--- config.mk ---
export PLATFORM = sky130hd
export DESIGN_NAME = fusion_window_buffer
export DESIGN_NICKNAME = d
export VERILOG_FILES = /design/src/rtl/fusion_window_buffer.sv
export SDC_FILE = /design/constraint.sdc
export NUM_CORES = 1
export LEC_CHECK = 0
export ABC_AREA = 1
export CORE_ASPECT_RATIO = 0.6
export CORE_UTILIZATION = 53
export DETAILED_ROUTE_END_ITERATION = 6
export PLACE_DENSITY = 0.84
export SLEW_MARGIN = 30
export SYNTH_ARGS = -nofsm -noshare
export SYNTH_HDL_FRONTEND = slang
export SYNTH_SLANG_ARGS = --single-unit
--- constraint.sdc ---
create_clock -name clk -period 2 [get_ports clk]
set_input_delay 0.3 -clock clk [delete_from_list [all_inputs] [get_ports clk]]
set_output_delay 0.3 -clock clk [all_outputs]
set_load 0.05 [all_outputs]
--- src/rtl/fusion_window_buffer.sv ---
`default_nettype none
// ============================================================================
// Module      : fusion_window_buffer
// Description : Sliding-window sample buffer with valid/ready handshake on
//               both sides; emits a flattened WIN-sample window every STRIDE
//               accepted samples. Optional macro FUSION_WINBUF_ZERO_PAD_EN
//               treats the window as zero-filled and full from reset/clr.
// Revision    : 1.0 - initial release
// ============================================================================
module fusion_window_buffer #(
    parameter int DATA_W = 16,
    parameter int WIN    = 10,
    parameter int STRIDE = 1
) (
    input  logic                  clk,
    input  logic                  rst,
    input  logic                  clr,
    input  logic                  in_valid,
    output logic                  in_ready,
    input  logic [DATA_W-1:0]     in_data,
    output logic                  out_valid,
    input  logic                  out_ready,
    output logic [DATA_W*WIN-1:0] out_data
);

    localparam int c_FILL_W = $clog2(WIN + 1);
    localparam int c_STR_W  = $clog2(STRIDE + 1);
    localparam int c_BUS_W  = DATA_W * WIN;

    localparam logic [c_FILL_W-1:0] c_FILL_FULL = c_FILL_W'(WIN);
    localparam logic [c_FILL_W-1:0] c_FILL_LAST = c_FILL_W'(WIN - 1);
    localparam logic [c_STR_W-1:0]  c_STR_LAST  = c_STR_W'(STRIDE - 1);

`ifdef FUSION_WINBUF_ZERO_PAD_EN
    // Start "full" with the stride counter primed so the first accept emits.
    localparam logic [c_FILL_W-1:0] c_FILL_RST = c_FILL_FULL;
    localparam logic [c_STR_W-1:0]  c_STR_RST  = c_STR_LAST;
`else
    localparam logic [c_FILL_W-1:0] c_FILL_RST = '0;
    localparam logic [c_STR_W-1:0]  c_STR_RST  = '0;
`endif

    logic [c_BUS_W-1:0]  r_buf;
    logic [c_FILL_W-1:0] r_fill;
    logic [c_STR_W-1:0]  r_stride;
    logic                r_out_valid;
    logic [c_BUS_W-1:0]  r_out_data;

    logic                w_acc;
    logic                w_emit;
    logic [c_BUS_W-1:0]  w_buf_next;

    // Slice 0 is the oldest sample, so new data enters at the top.
    assign w_buf_next = {in_data, r_buf[c_BUS_W-1:DATA_W]};

    assign in_ready  = ~(r_out_valid & ~out_ready);
    assign w_acc     = in_valid & in_ready;
    assign w_emit    = w_acc & ((r_fill == c_FILL_LAST) |
                                ((r_fill == c_FILL_FULL) & (r_stride == c_STR_LAST)));
    assign out_valid = r_out_valid;
    assign out_data  = r_out_data;

    always_ff @(posedge clk) begin
        if (rst | clr) begin
            r_buf       <= '0;
            r_fill      <= c_FILL_RST;
            r_stride    <= c_STR_RST;
            r_out_valid <= 1'b0;
            r_out_data  <= '0;
        end else begin
            if (w_acc) begin
                r_buf <= w_buf_next;
                if (r_fill != c_FILL_FULL) begin
                    r_fill <= r_fill + c_FILL_W'(1);
                end
                if (r_fill == c_FILL_LAST) begin
                    r_stride <= '0;
                end else if (r_fill == c_FILL_FULL) begin
                    if (r_stride == c_STR_LAST) begin
                        r_stride <= '0;
                    end else begin
                        r_stride <= r_stride + c_STR_W'(1);
                    end
                end
            end
            // A fresh window overrides consumption, so there is no bubble.
            if (w_emit) begin
                r_out_data  <= w_buf_next;
                r_out_valid <= 1'b1;
            end else if (out_ready) begin
                r_out_valid <= 1'b0;
            end
        end
    end

endmodule
`default_nettype wire

==> impl_metrics.ini, run 1 <==
[worst_setup_path]
worst-path-buf-inv = 1
cpPeakStageDelay_ps = 820
cp-end-kind = primary output
path_cells = clkdlybuf4s50_1
crit_type = reg -> out
crit_required_ps = 1700
path_max_fanout = 2
crit_arrival_ps = 1670
critPathTopFamily = buffers and inverters
slowest_stage = clkdlybuf4s50_1
start_kind = flop

[timing]
rsz0062_at_grt = no
finalCritPeriodShare_pct = 98.5
setup_viol = 0
tightest_slew_ps = 576
fin_skew_ps = 14.6
fin_crit_ps = 1970
max_freq_ghz = 0.508
hold_violations = 0
drv_slew = 0
hold_ws_ps = 427
setup_slack_ps = 30.2
relSlewSlack_pct = 61.7
setup_tns_ps = 0

[grt]
antenna_found_initial = 0
grt_max_degree = 104
grt_pass1_vias = 9400
grt_usage_pct = 26.7
grt_overflow = 0
grt_pass1_wl_um = 47500

[synthesis]
synth-compound-area-share_pct = 10.1
synthSimpleGateAreaFrac_pct = 26.9
synth-xor-area-share_pct = 0
ys_ff_latch = 309
syn_inst = 1539
muxShareOfSynthArea_pct = 0
synth_area_leaders = dfxtp_1, nor2_1, nand2_1
synth_top_cell_by_area = dfxtp_1
synth_edf_count = 0
synthFlopType = dfxtp_1
yosys_warnings = 0
synth_nets = 1563
avgSynthCellArea_sq_um = 7.46
synthTopCellsByCount = nor2_1, dfxtp_1, nand2_1
synth-adder-area-share_pct = 0.327
async_reset_ff_share_pct = 0
yosysMostFrequentCell = nor2_1
ys_types = 20
synth_top_family_by_area = simple AND/OR/NAND/NOR gates
yosysSeqAreaShare_pct = 53.9
yosysTopAreaCellShare_pct = 53.9
syn-cell-area_sq_mm = 0.0115

[clock_network]
numCtsBuffers = 27
clk_latency_ps = 530
clk_transition_reported_paths_ps = 70
clockBufferDepth = 3
htreeDepth = 1
cts_setup_buffers = 0
cts-root-buf = clkbuf_16
cts_tree = done
cts.sinks = 309

[cells_and_area]
nets = 1687
syn_to_final_growth_pct = 27.3
antenna_cells = 0
drive_gt1_share_pct = 4.99
final_util_pct = 69.1

[drt]
postRouteAntennaNets = 0
dr.pass1.iters = 5
viasPerCell = 5.30
detail_route.wl_per_cell_um = 15.3
drt_wl_total_um = 30000
num_vias = 10400
drtIter0Drc = 1017
drc = 0

[pwr]
p_sw_share_pct = 22.3
power_mw = 12.6
ir_worst_vdd_v = 0.000674
pwr-share-clk_pct = 44.5
intPower_mw = 9.76
combPwrFrac_pct = 5.2
power_density_mw_per_mm2 = 860
leakage_nw = 6.78
p_switching_mw = 2.80
p_seq_share_pct = 50.3

[floorplanning]
die_w_um = 192
core_area_sq_mm = 0.0211
die_y_um = 116
start_util_pct = 54.3
ioPinCount = 183
rows = 41
dieArea_sq_mm = 0.0223

[outcome]
status = finished, final reports clean

[place]
numPortBuffers = 182
dp_hpwl_um = 19800
dp_slack_ps = 89.3
place_congestion = 0.865

[job]
cap_violations = 0

[worst_hold_path]
min_path_type = in -> reg
-- routing by layer --
metal / GRT usage, % / wire length [um]
met1: 39.8 / 14100
met2: 40.6 / 13000
met3: 4.75 / 2520
met4: 4.92 / 413
met5: 0 / 0
-- area by class of cell --
type / instances / area (sq um)
clock buffers: 29 / 693
well taps: 279 / 349
clock inverters: 20 / 258
fillers: 1708 / 6530
inverters: 126 / 475
repair buffers: 206 / 2330
multi-input cells: 993 / 4310
flip-flops and latches: 309 / 6190
-- logic make-up after synthesis --
| kind of cell | count (synthesis) |
|---|---|
| compound gates | 220 |
| fa+ha+maj | 3 |
| simple gates | 770 |
| flops | 309 |
| buf+inv | 237 |
-- through the flow --
step / cells / area (sq um)
finish: 1962 / 14600
global route: 1962 / 14600
CTS: 1962 / 14400
detailed placement: 1913 / 13500
global placement: 1913 / 13500
floorplan: 1539 / 11500
-- worst paths after layout --
path | startpoint | to | slack, ps | cells after the start
worst min-delay path | in_data[13] | r_buf[157] | 430 | 3
worst max register to register | r_fill[1] | out_data[92] | 170 | 7
worst max-delay path | out_data[129] | out_data[129] | 30 | 1
worst min register to register | r_buf[16] | r_buf[16] | 460 | 2
-- cells in the final DEF (no fill, tap or decap) --
cell             count
clkbuf_16           27
clkbuf_1             1
nand2_2              1
dfxtp_1            309
nor2_4               2
buf_12              17
clkinvlp_4           3
a21oi_1             97
clkbuf_8             1
buf_4               10
inv_1              122
nand4_1              1
nor3_1              24
dlymetal6s2s_1      78
nand2_1            217
nor2_1             405
clkdlybuf4s50_1     47
a21oi_4              1
o21ai_0            100
o21ai_1              1
inv_4                1
dlygate4sd2_1       54
a211oi_1            21
nand2_8              1
ha_1                 3
nand3_1            119
clkinv_2            11
inv_2                3
bufinv_16            6
-- flip-flops by register name, summed over array words and instances (netlist names) --
register / flops
out_data: 160
r_buf: 144
r_fill: 4
out_valid: 1
-- timing repair --
item                       in CTS  in global routing
gates cloned                    0                  0
setup endpoints to repair      54                 78
gates resized for setup        54                 78
hold buffers                    0                  0
-- power by group through the flow --
| stage | registers [mW] | clock network (mW) | logic, mW |
|---|---|---|---|
| after floorplan | 6.43 | 0 | 0.432 |
| after global placement | 6.45 | 0 | 0.624 |
| after detailed placement | 6.45 | 0 | 0.639 |
| after CTS | 6.31 | 5.64 | 0.646 |
| after global routing | 6.32 | 5.94 | 0.726 |
| final | 6.32 | 5.58 | 0.656 |
(Power assumes the default switching activity.)
==> run 2, diff against run 1 <==
- CORE_UTILIZATION: 53 -> 40
- MAX_ROUTING_LAYER: unset -> met4
- PLACE_DENSITY: 0.84 -> 0.67
==> impl_metrics.ini, run 2 (synthesis results as in run 1) <==
[worst_hold_path]
min_path_type = in -> reg
hold_start = in_data[15]

[worst_setup_path]
path_max_fanout = 2
critPathLaunch = out_data[19]
start_kind = flop
slowest_stage = dlygate4sd2_1
crit_type = reg -> out
r2r_slack_ps = 210
worst-path-buf-inv = 1
cp-end-kind = primary output
crit_required_ps = 1700
path_cells = dlygate4sd2_1
r2r_start = r_fill[1]
cpPeakStageDelay_ps = 560
crit_arrival_ps = 1510
critPathTopFamily = buffers and inverters

[floorplanning]
core_area_sq_mm = 0.0279
die_w_um = 221
dieArea_sq_mm = 0.0294
start_util_pct = 41.2
die_y_um = 133
ioPinCount = 183
rows = 47

[timing]
setup_slack_ps = 192
fin_skew_ps = 9.74
setup_viol = 0
fin_crit_ps = 1810
finalCritPeriodShare_pct = 90.4
tightest_slew_ps = 917
relSlewSlack_pct = 38.8
rsz0062_at_grt = no
max_freq_ghz = 0.553
setup_tns_ps = 0
drv_slew = 0
hold_violations = 0

[pwr]
power_density_mw_per_mm2 = 847
leakage_nw = 6.03
ir_worst_vdd_v = 0.000556
power_mw = 12.3

[cells_and_area]
largest_register_ffs = 160
nets = 1705
syn_to_final_growth_pct = 26.8
final_common_cell = nor2_1
antenna_cells = 0
drive_gt1_share_pct = 5.58
layout_common_cells = nor2_1, dfxtp_1, nand2_1

[grt]
grt_usage_pct = 21.3
grt_max_degree = 115
grt_pass1_wl_um = 49100
grt_pass1_vias = 9269
antenna_found_initial = 0
grt_overflow = 0

[clock_network]
clk_latency_ps = 550
clockBufferDepth = 3
clk_transition_reported_paths_ps = 70
cts_tree = done
htreeDepth = 1
numCtsBuffers = 28
cts.sinks = 309
cts-root-buf = clkbuf_16
hold_buffers = 0

[drt]
drtIter0Drc = 852
viasPerCell = 4.92
postRouteAntennaNets = 0
drc = 9
drt_wl_total_um = 30800
detail_route.wl_per_cell_um = 14.9
dr.pass1.iters = 7
num_vias = 10200

[job]
cap_violations = 0

[outcome]
violations = DRC
status = complete, but fails checks

[place]
dp_hpwl_um = 21600
numPortBuffers = 182
dp_slack_ps = 88.8
place_congestion = 0.859
==> run 2: changes by cell type in the layout (fill, tap and decap cells not counted) <==
cell             previous run  this run
dlygate4sd2_1              54       148
clkbuf_16                  27        29
buf_12                     17        20
clkdlybuf4s50_1            47        20
clkbuf_8                    1         7
clkinvlp_4                  3         1
clkbuf_1                    1         9
clkinv_2                   11         3
buf_4                      10        25
bufinv_16                   6         1
dlymetal6s2s_1             78        10
==> run 2: power by group <==
group | switching [mW] | leakage (nW) | internal [mW]
clock | 2.29 | 0.444 | 3.04
combinational | 0.442 | 3.09 | 0.229
sequential | 0.0629 | 2.50 | 6.26
==> run 2: final cells by class <==
type	instances	area (sq um)
multi-input combinational	993	4310
timing repair buffer	223	2210
fill	2717	13300
tap	367	459
sequential	309	6190
clock buffer	45	856
clock inverter	5	52.6
inverter	126	475
==> run 2: final timing paths <==
| path | depth (start not counted) | end |
|---|---|---|
| worst max-delay path | 1 | out_data[19] |
| worst min-delay path | 3 | r_buf[159] |
| worst max register to register | 7 | out_data[24] |
| worst min register to register | 2 | r_buf[20] |
==> run 2: timing repair <==
action,in CTS,in global routing
setup buffers,0,0
endpoints found under the setup margin,148,10
gates resized for setup,148,10
cloned,0,0
pin swaps,0,0
==> run 2: through the flow <==
stage	std cells	hold slack, ps	instance area [sq um]	utilization [%]
final	2068	400	14500	52.2
after global placement	2018	444	13800	49.5
after CTS	2068	385	14500	52.1
after floorplan	1539	430	11500	-
after global routing	2068	420	14500	52.2
after detailed placement	2018	449	13800	49.5
==> run 2: per-layer routing <==
layer | up-vias | global-route usage (%) | wire (um)
met5 | - | - | 0
met4 | 0 | 4.30 | 527
met3 | 47 | 3.24 | 1890
met2 | 266 | 28.8 | 12500
met1 | 4734 | 33.0 | 15900
li1 | 5122 | - | -
==> run 3, diff against run 2 <==
--- a/config.mk
+++ b/config.mk
@@ -9,2 +9,3 @@
 export CORE_ASPECT_RATIO = 0.6
+export CORE_MARGIN = 2
 export CORE_UTILIZATION = 40
==> constraint.sdc (replaced) <==
create_clock -name clk -period 2 [get_ports clk]
set_input_delay 0.4 -clock clk [delete_from_list [all_inputs] [get_ports clk]]
set_output_delay 0.4 -clock clk [all_outputs]
set_load 0.05 [all_outputs]
==> impl_metrics.ini, run 3 (synthesis results as in run 1) <==
[pwr]
power_density_mw_per_mm2 = 885
leakage_nw = 5.82
ir_worst_vdd_v = 0.000442

[worst_hold_path]
holdPathStages = 2
hold_start = r_buf[19]
min_path_type = reg -> reg
holdPathEnd = r_buf[19]

[worst_setup_path]
crit_arrival_ps = 1510
crit_type = reg -> out
critPathTopFamily = buffers and inverters
timing.rr.end = out_data[90]
crit_required_ps = 1600
cpPeakStageDelay_ps = 560
reg2reg_depth = 7
slowest_stage = dlygate4sd2_1
path_max_fanout = 2
worst-path-buf-inv = 1
r2r_slack_ps = 210
start_kind = flop
path_cells = dlygate4sd2_1
cp-end-kind = primary output
r2r_start = r_fill[1]

[drt]
drtIter0Drc = 956
drt_wl_total_um = 31000
drc = 0
dr.pass1.iters = 5
detail_route.wl_per_cell_um = 15.0
postRouteAntennaNets = 0
viasPerCell = 4.91
num_vias = 10100

[timing]
hold_violations = 0
tightest_slew_ps = 536
fin_skew_ps = 21.7
hold_ws_ps = 452
rsz0062_at_grt = no
drv_slew = 0
setup_slack_ps = 90.6
max_freq_ghz = 0.524
fin_crit_ps = 1910
relSlewSlack_pct = 64.4
setup_viol = 0
finalCritPeriodShare_pct = 95.5

[grt]
grt_max_degree = 84
grt_usage_pct = 20.9
antenna_found_initial = 0
grt_pass1_vias = 9254
grt_pass1_wl_um = 49300
grt_overflow = 0

[clock_network]
htreeDepth = 1
clk_latency_ps = 560
clockBufferDepth = 3
numCtsBuffers = 28
clk_transition_reported_paths_ps = 70
cts_tree = done
cts-root-buf = clkbuf_16
cts_setup_buffers = 0
cts.sinks = 309

[floorplanning]
rows = 47
core_area_sq_mm = 0.0279
ioPinCount = 183
start_util_pct = 41.2
die_y_um = 135
dieArea_sq_mm = 0.0301
die_w_um = 223

[place]
place_congestion = 0.836
dp_slack_ps = -66.4
numPortBuffers = 182
dp_hpwl_um = 21200

[cells_and_area]
fillers = 2703
layout_common_cells = nor2_1, dfxtp_1, nand2_1
antenna_cells = 0
drive_gt1_share_pct = 7.72
largest_register_ffs = 160
nets = 1699
syn_to_final_growth_pct = 26.6
final_common_cell = nor2_1

[job]
cap_violations = 0

[outcome]
status = finished, final reports clean
[run 3: cell count changes in the layout (fill, tap and decap cells not counted), sizes merged]
cell and change:
dlymetal6s2s -10, bufinv +4, clkbuf -7, dlygate4sd2 -26, clkinvlp +1, clkinv +4
buf +30
[run 3: worst max-delay path by stage]
stage,slack (ps),start,depth (start not counted),endpoint
after global placement,-60,out_ready,7,r_buf[71]
after floorplan,120,out_valid,5,r_buf[30]
after detailed placement,-70,in_valid,5,r_buf[71]
after global routing,50,out_data[123],1,out_data[123]
final,90,out_data[123],1,out_data[123]
after CTS,50,out_data[123],1,out_data[123]
[run 3: per-layer routing]
layer  up-vias  track usage [%]  wire length, um
li1       5108                -                -
met1      4708             31.2            15800
met2       267             29.2            12700
met3        41             4.45             2130
met4         0             3.50              416
met5         -                -                0
[run 3: worst min-delay path: stages (launching register included)]
cell and delay (ps):
dfxtp_1 300, inv_1 60, a21oi_1 50
[run 3: metrics by stage]
step	TNS (ps)	utilization [%]	area [sq um]	total power, mW	std cells
after floorplan	0	-	11500	6.86	1539
after global placement	-56.5	49.1	13700	7.13	2012
after detailed placement	-106	49.1	13700	7.14	2012
after CTS	0	52.1	14500	12.9	2064
after global routing	0	52.1	14500	13.3	2064
final	0	52.1	14500	12.9	2064
[run 3: area by class of cell]
| class | instances | area, sq um | area share (%) |
|---|---|---|---|
| well taps | 367 | 459 | 3.16 |
| clock buffers | 38 | 800 | 5.50 |
| repair buffers | 217 | 2090 | 14.4 |
| inverters | 126 | 475 | 3.27 |
| multi-input cells | 993 | 4310 | 29.7 |
| flip-flops and latches | 309 | 6190 | 42.6 |
| clock inverters | 14 | 204 | 1.40 |
[run 3: timing repair]
item,CTS,global route
hold buffers,0,0
endpoints found under the setup margin,122,0
resized for setup,122,0
[run 3: where the power goes]
| part | internal (mW) | total, mW | switching [mW] | leakage, nW |
|---|---|---|---|---|
| clock | 3.45 | 5.85 | 2.40 | 0.491 |
| combinational | 0.238 | 0.689 | 0.451 | 2.82 |
| sequential | 6.25 | 6.32 | 0.0638 | 2.50 |
| total | 9.94 | 12.9 | 2.91 | 5.82 |
